===== config.mk =====
export PLATFORM = sky130hd
export DESIGN_NAME = oam_dma
export DESIGN_NICKNAME = d
export VERILOG_FILES = /design/src/rtl/oam_dma.sv
export SDC_FILE = /design/constraint.sdc
export NUM_CORES = 1
export LEC_CHECK = 0
export ABC_AREA = 1
export BUFFER_PORTS_ARGS = -buffer_cell sky130_fd_sc_hd__buf_2
export CAP_MARGIN = 20
export CORE_AREA = 2 2 69 58
export CTS_BUF_LIST = sky130_fd_sc_hd__clkbuf_8 sky130_fd_sc_hd__clkbuf_16
export DETAILED_ROUTE_END_ITERATION = 16
export DIE_AREA = 0 0 71 60
export HOLD_SLACK_MARGIN = 0.12
export PLACE_DENSITY_LB_ADDON = 0.15
export SYNTH_ARGS = -nofsm -noshare
export SYNTH_HDL_FRONTEND = slang
export SYNTH_SLANG_ARGS = --single-unit

===== constraint.sdc =====
create_clock -name clk -period 1.7 [get_ports clk]
set_clock_uncertainty 0.1 [all_clocks]
set_input_delay 0.34 -clock clk [delete_from_list [all_inputs] [get_ports clk]]
set_output_delay 0.34 -clock clk [all_outputs]
set_load 0.1 [all_outputs]

===== src/rtl/oam_dma.sv =====
// OAM DMA controller. It owns the shared memory bus while it copies a page into FE00..,
// and otherwise passes CPU accesses through. Define OAM_DMA_DBG_EN to add the debug index/count ports.
module oam_dma #(
    parameter int unsigned READ_LATENCY = 1,
    parameter int unsigned DMA_LEN      = 160,
    parameter logic [15:0] DMA_REG      = 16'hFF46
) (
    input  logic        clk,
    input  logic        reset_n,
    input  logic [15:0] cpu_addr,
    input  logic [7:0]  cpu_data_w,
    input  logic        cpu_do_write,
    output logic [7:0]  cpu_data_r,
    input  logic [7:0]  mem_data_r,
    output logic [15:0] bus_addr,
    output logic [7:0]  bus_data_w,
    output logic        bus_do_write,
`ifdef OAM_DMA_DBG_EN
    output logic [7:0]  dbg_dma_index,
    output logic [15:0] dbg_dma_count,
`endif
    output logic        dma_active
);

    localparam int unsigned LAT_W    = (READ_LATENCY > 0) ? $clog2(READ_LATENCY + 1) : 1;
    localparam logic [LAT_W-1:0] LAT_LAST = LAT_W'(READ_LATENCY);
    localparam logic [7:0]       IDX_LAST = 8'(DMA_LEN - 1);

    typedef enum logic [1:0] {
        S_IDLE,
        S_START,
        S_READ,
        S_WRITE
    } state_e;

    state_e           state_q, state_d;
    logic [7:0]       src_q, src_d;
    logic [7:0]       index_q, index_d;
    logic [LAT_W-1:0] lat_q, lat_d;
    logic [7:0]       byte_q, byte_d;

    logic             reg_hit;
    logic             reg_write;
    logic [7:0]       src_eff;

    assign reg_hit    = (cpu_addr == DMA_REG);
    assign reg_write  = reg_hit && cpu_do_write;
    assign dma_active = (state_q != S_IDLE);

    // Pages E0..FF are the WRAM echo, so fold them back onto C0..DF.
    assign src_eff = (src_q >= 8'hE0) ? (src_q & 8'hDF) : src_q;

    // NOTE: state registers use non-blocking assignments so every flop samples
    // the pre-edge value of its neighbours, independent of statement order.
    always_ff @(posedge clk) begin
        if (!reset_n) begin
            state_q <= S_IDLE;
            src_q   <= 8'h00;
            index_q <= 8'h00;
            lat_q   <= '0;
            byte_q  <= 8'h00;
        end else begin
            state_q <= state_d;
            src_q   <= src_d;
            index_q <= index_d;
            lat_q   <= lat_d;
            byte_q  <= byte_d;
        end
    end

    // NOTE: every signal driven here gets its hold value first, so no path
    // through the case statement can leave one unassigned and infer a latch.
    always_comb begin
        state_d = state_q;
        src_d   = src_q;
        index_d = index_q;
        lat_d   = lat_q;
        byte_d  = byte_q;

        unique case (state_q)
            S_IDLE: begin
            end
            S_START: begin
                state_d = S_READ;
                lat_d   = '0;
            end
            S_READ: begin
                if (lat_q == LAT_LAST) begin
                    byte_d  = mem_data_r;
                    state_d = S_WRITE;
                end else begin
                    lat_d = lat_q + LAT_W'(1);
                end
            end
            S_WRITE: begin
                lat_d = '0;
                if (index_q < IDX_LAST) begin
                    index_d = index_q + 8'd1;
                    state_d = S_READ;
                end else begin
                    index_d = 8'h00;
                    state_d = S_IDLE;
                end
            end
            default: state_d = S_IDLE;
        endcase

        // A register write always (re)starts; a byte mid-read is simply dropped.
        if (reg_write) begin
            src_d   = cpu_data_w;
            index_d = 8'h00;
            lat_d   = '0;
            state_d = S_START;
        end
    end

    always_comb begin
        bus_addr     = cpu_addr;
        bus_data_w   = cpu_data_w;
        bus_do_write = cpu_do_write && !reg_hit;
        cpu_data_r   = reg_hit ? src_q : mem_data_r;

        if (dma_active) begin
            cpu_data_r   = reg_hit ? src_q : 8'hFF;
            bus_addr     = {src_eff, index_q};
            bus_data_w   = byte_q;
            bus_do_write = 1'b0;
            if (state_q == S_WRITE) begin
                bus_addr     = 16'hFE00 + {8'h00, index_q};
                // Gated by reset so an aborting transfer never issues one more write.
                bus_do_write = reset_n;
            end
        end
    end

`ifdef OAM_DMA_DBG_EN
    logic [15:0] count_q, count_d;
    logic        last_write;

    assign last_write = (state_q == S_WRITE) && (index_q == IDX_LAST);

    always_comb begin
        count_d = count_q;
        if (last_write && (count_q != 16'hFFFF)) begin
            count_d = count_q + 16'd1;
        end
    end

    always_ff @(posedge clk) begin
        if (!reset_n) begin
            count_q <= 16'h0000;
        end else begin
            count_q <= count_d;
        end
    end

    assign dbg_dma_index = index_q;
    assign dbg_dma_count = count_q;
`endif

endmodule

==> results.yml, run 1 <==
sta:
  postGrtWorstEndpoint: "cpu_data_r[3]"
  endpoint_type: "top-level output"
run_status:
  failing_step: "global routing (5_1_grt)"
  run_status: "stopped before the end"
  error: "[ERROR DPL-0038] Utilization greater than 100%, impossible to legalize"
synth:
  syn_area_mm2: 0.00166
  synthCells: 279
  synth_nets: 315
  ys_types: 25
  syn_area_per_cell_um2: 5.95
  ys_warn_count: 0
  ys_seq_area_share_pct: 32.6
  yosys_register_bits: 27
clocking:
  cts_buffer_depth: 2
  cts_sinks: 27
  root_buffer: "clkbuf_8"
  cts_buffers: 3
  htreeDepth: 1
floorplan:
  start_util_pct: 45.8
  io-pin-count: 69
  rows: 20
  die_height_um: 60
  fp.dieW_um: 71
global_routing:
  grt_start_max_net_pins: 21
placement:
  io_buffer_count: 68
  gp_congestion: 0.846
  dpl.hpwl_mm: 4.08
[repair_timing]
| action | CTS |
|---|---|
| setup buffers | 13 |
| setup endpoints to repair | 34 |
| resized for setup | 115 |
| hold endpoints to repair | 0 |
| cloned | 2 |
| pin swaps | 19 |
| hold buffers | 0 |
[synth_stat cells]
master	instances	area, µm²
xor2_1	3	26.3
nand2_2	3	18.8
nor3_1	2	10.0
nand3_1	7	35.0
nand3b_1	1	7.51
o21ai_2	3	26.3
nand4_1	3	18.8
buf_6	2	22.5
nor2_4	1	11.3
a22o_1	1	8.76
dfxtp_1	27	541
ha_1	1	12.5
a21oi_1	10	50.1
nand2_1	78	293
nor2_1	64	240
o21ai_1	5	25.0
clkbuf_1	3	11.3
inv_1	33	124
inv_2	1	3.75
nand3_2	2	20.0
nor2_2	2	12.5
o211ai_1	1	7.51
buf_4	2	15.0
buf_2	4	20.0
o21ai_0	20	100
[stage by stage]
| step | hold WS [ns] | instance area, µm² | cells | setup WS [ns] | TNS [ns] |
|---|---|---|---|---|---|
| CTS | 0.221 | 3550 | 428 | -0.291 | -6.90 |
| detailed placement | 0.373 | 2950 | 410 | -0.446 | -3.40 |
| global placement | 0.364 | 2950 | 410 | -0.407 | -3.10 |
| floorplan | 0.355 | 2070 | 279 | -0.214 | -1.59 |
[cells by family after synthesis]
group,Yosys count,synth area share (%)
AOI/OAI and AO/OA,40,13.1
xor gates and xnor gates,3,1.58
adders and majority gates,1,0.753
buffers and inverters,45,11.8
DFF,27,32.6
and+or+nand+nor,163,40.2
==> run 2: changes to the inputs <==
CORE_AREA = 2 2 68 70   (was 2 2 69 58)
CTS_BUF_LIST = unset   (was sky130_fd_sc_hd__clkbuf_8 sky130_fd_sc_hd__clkbuf_16)
DIE_AREA = 0 0 70 72   (was 0 0 71 60)
HOLD_SLACK_MARGIN = unset   (was 0.12)
==> run 2 against run 1 <==
  * The flow now finishes, with violations (negative setup slack)
  * Synthesized cell count is the same
  * Area after synthesis stayed put
==> results.yml, run 2 <==
sta:
  setup_tns_ns: -8.93
  finalCritPeriodShare_pct: 121
  slew_headroom_pct: 76.4
  period_needed_ns: 2.05
  tightestPinTransition_ns: 0.351
  fin_ws_ns: -0.353
  hold_viol: 0
  max_clock_freq_ghz: 0.487
  setup-violations-final: 34
  rsz0062_at_grt: "yes"
  drv_slew: 0
synth:
  synth_nets: 315
  synth_top_cell_by_area: "dfxtp_1"
  synth.top_cell.area_share_pct: 32.6
  async_flop_share_pct: 0
  synth_ff_type: "dfxtp_1"
  synth.most_common_cell: "nand2_1"
  synthCells: 279
  synth_edf_count: 0
  ys_types: 25
  synth_common_cells: "nand2_1 (78), nor2_1 (64), inv_1 (33)"
  syn_area_per_cell_um2: 5.95
  yosys_register_bits: 27
  synth_area_leaders: "dfxtp_1 (33%), nand2_1 (18%), nor2_1 (14%)"
  syn_area_mm2: 0.00166
  ys_warn_count: 0
  ys_seq_area_share_pct: 32.6
pwr:
  swShare_pct: 39.3
  peakVddDrop_mv: 0.332
  p_int_w: 0.00107
  power_density_mw_per_mm2: 468
  clockPowerShare_pct: 21.2
  switchingPower_w: 0.000696
  power.total_w: 0.00177
  pwr-share-comb_pct: 43.2
  p_leak_nw: 1.77
  power_frac_seq_pct: 35.5
flow_run:
  max-cap-violations: 0
setup_path:
  worstPathArrival_ns: 1.61
  worst-path-max-fanout: 6
  crit_path_start_kind: "flip-flop"
  end_kind: "output port"
  critPathKind: "reg -> out"
  required_ns: 1.26
cells_and_area:
  n_fill_cell: 191
  fin_util_pct: 88.6
  multi_input_area_mm2: 0.00153
  final_common_cell: "nor2_1"
  top_regs: "byte_q: 8 flops, index_q: 8 flops, src_q: 8 flops"
  syn2layout_area_growth_pct: 128
  nets: 425
  area.sequential_um2: 548
  drive_gt1_share_pct: 58.5
  final_area_mm2: 0.00378
  n_antenna_cell: 0
  mostFrequentLayoutCells: "nor2_1 (47), buf_12 (41), nand2_1 (37)"
global_routing:
  grt_pass1_vias: 2220
  antenna_found_initial: 0
  track_usage_pct: 27.1
  grt_pass1_wl_mm: 10.8
  grt_start_max_net_pins: 20
  overflow: 0
floorplan:
  start_util_pct: 38.9
  die_height_um: 72
  die_area_mm2: 0.00504
  fp.dieW_um: 70
  rows: 24
  core_region_area_mm2: 0.00426
  io-pin-count: 69
run_status:
  run_status: "complete, but fails checks"
  violations: "negative setup slack"
clocking:
  htreeDepth: 1
  cts_tree: "yes"
  cts_buffer_depth: 2
  insertion_delay_ns: 0.27
  cts_sinks: 27
  hold_buffers: 0
  path_clk_slew_ns: 0.10
  cts_buffers: 3
  root_buffer: "clkbuf_8"
route:
  vias: 2322
  drc_errors: 0
  drt_iter0_drc: 133
  routed_wl_mm: 7.52
  first_pass_iters: 4
  detail-route-antenna-nets: 0
  vias_per_cell: 5.28
  routedWlPerCell_um: 17.1
placement:
  gp_congestion: 0.872
  dpl.hpwl_mm: 4.03
  pre_cts_ws_ns: -0.368
  io_buffer_count: 68
  place_area_mm2: 0.00299
min_path:
  hold_path.class: "in -> reg"
## run 2: cell counts after synthesis
No cell type changed its count.
## run 2: kinds of logic (layout without fill, tap and decap cells)
kind of cell	Yosys count	after routing	synth area share (%)
XOR/XNOR	3	3	1.58
AO/OA/AOI/OAI	40	40	13.1
flip-flops	27	27	32.6
buffers and inverters	45	154	11.8
AND/OR/NAND/NOR	163	163	40.2
adder cells (fa/ha/maj)	1	1	0.753
## run 2: metrics by stage
step                      hold WS [ns]  cells
after floorplan                  0.355    279
after global placement           0.365    416
after detailed placement         0.374    416
after CTS                        0.207    434
after global routing             0.269    440
final                            0.237    440
## run 2: critical path, stage by stage (launching register included)
cell and delay, ns:
dfxtp_4 0.37, nor2_4 0.17, inv_4 0.09, buf_12 0.15
nor2_4 0.10, nand2_2 0.07, o21ai_4 0.07, clkinvlp_4 0.14
buf_12 0.18
## run 2: routing by layer
layer / wire length [µm] / track usage [%] / up-vias
li1: - / - / 1086
met1: 2850 / 32.7 / 1095
met2: 4060 / 50.4 / 115
met3: 406 / 2.78 / 26
met4: 211 / 9.19 / 0
met5: 0 / 0 / -
## run 2: path summary, 6_finish.rpt
path / cells past startpoint / endpoint / startpoint / slack (ns)
max: 8 / cpu_data_r[4] / state_q[1]$_SDFFE_PP0P_ / -0.35
min: 3 / src_q[0]$_SDFFE_PN0P_ / cpu_data_w[0] / 0.24
max reg2reg: 6 / byte_q[5]$_SDFFE_PN0P_ / state_q[0]$_SDFFE_PN0P_ / 0.10
min reg2reg: 2 / byte_q[1]$_SDFFE_PN0P_ / byte_q[1]$_SDFFE_PN0P_ / 0.42
## run 2: cell type report
type / count / share of cell area (%)
flip-flops and latches: 27 / 14.5
repair buffers: 116 / 37.6
multi-input cells: 207 / 40.5
inverters: 34 / 4.44
clock buffers: 3 / 1.09
well taps: 52 / 1.72
clock inverters: 1 / 0.132
## run 2: power by group through the flow
stage | clock [W] | sequential [W] | combinational, W
2_1_floorplan | 0 | 0.000647 | 0.000438
4_1_cts | 0.000376 | 0.000629 | 0.000736
6_report | 0.000376 | 0.000629 | 0.000765
5_1_grt | 0.000410 | 0.000629 | 0.000787
3_3_place_gp | 0 | 0.000647 | 0.000662
3_5_place_dp | 0 | 0.000647 | 0.000664
## run 2: timing repair
item                       CTS  global route
buffers inserted            12             5
gates cloned                 3             1
gates resized for setup    102            40
pin swaps                   11            23
setup endpoints to repair   34            34
(Power assumes the default switching activity.)
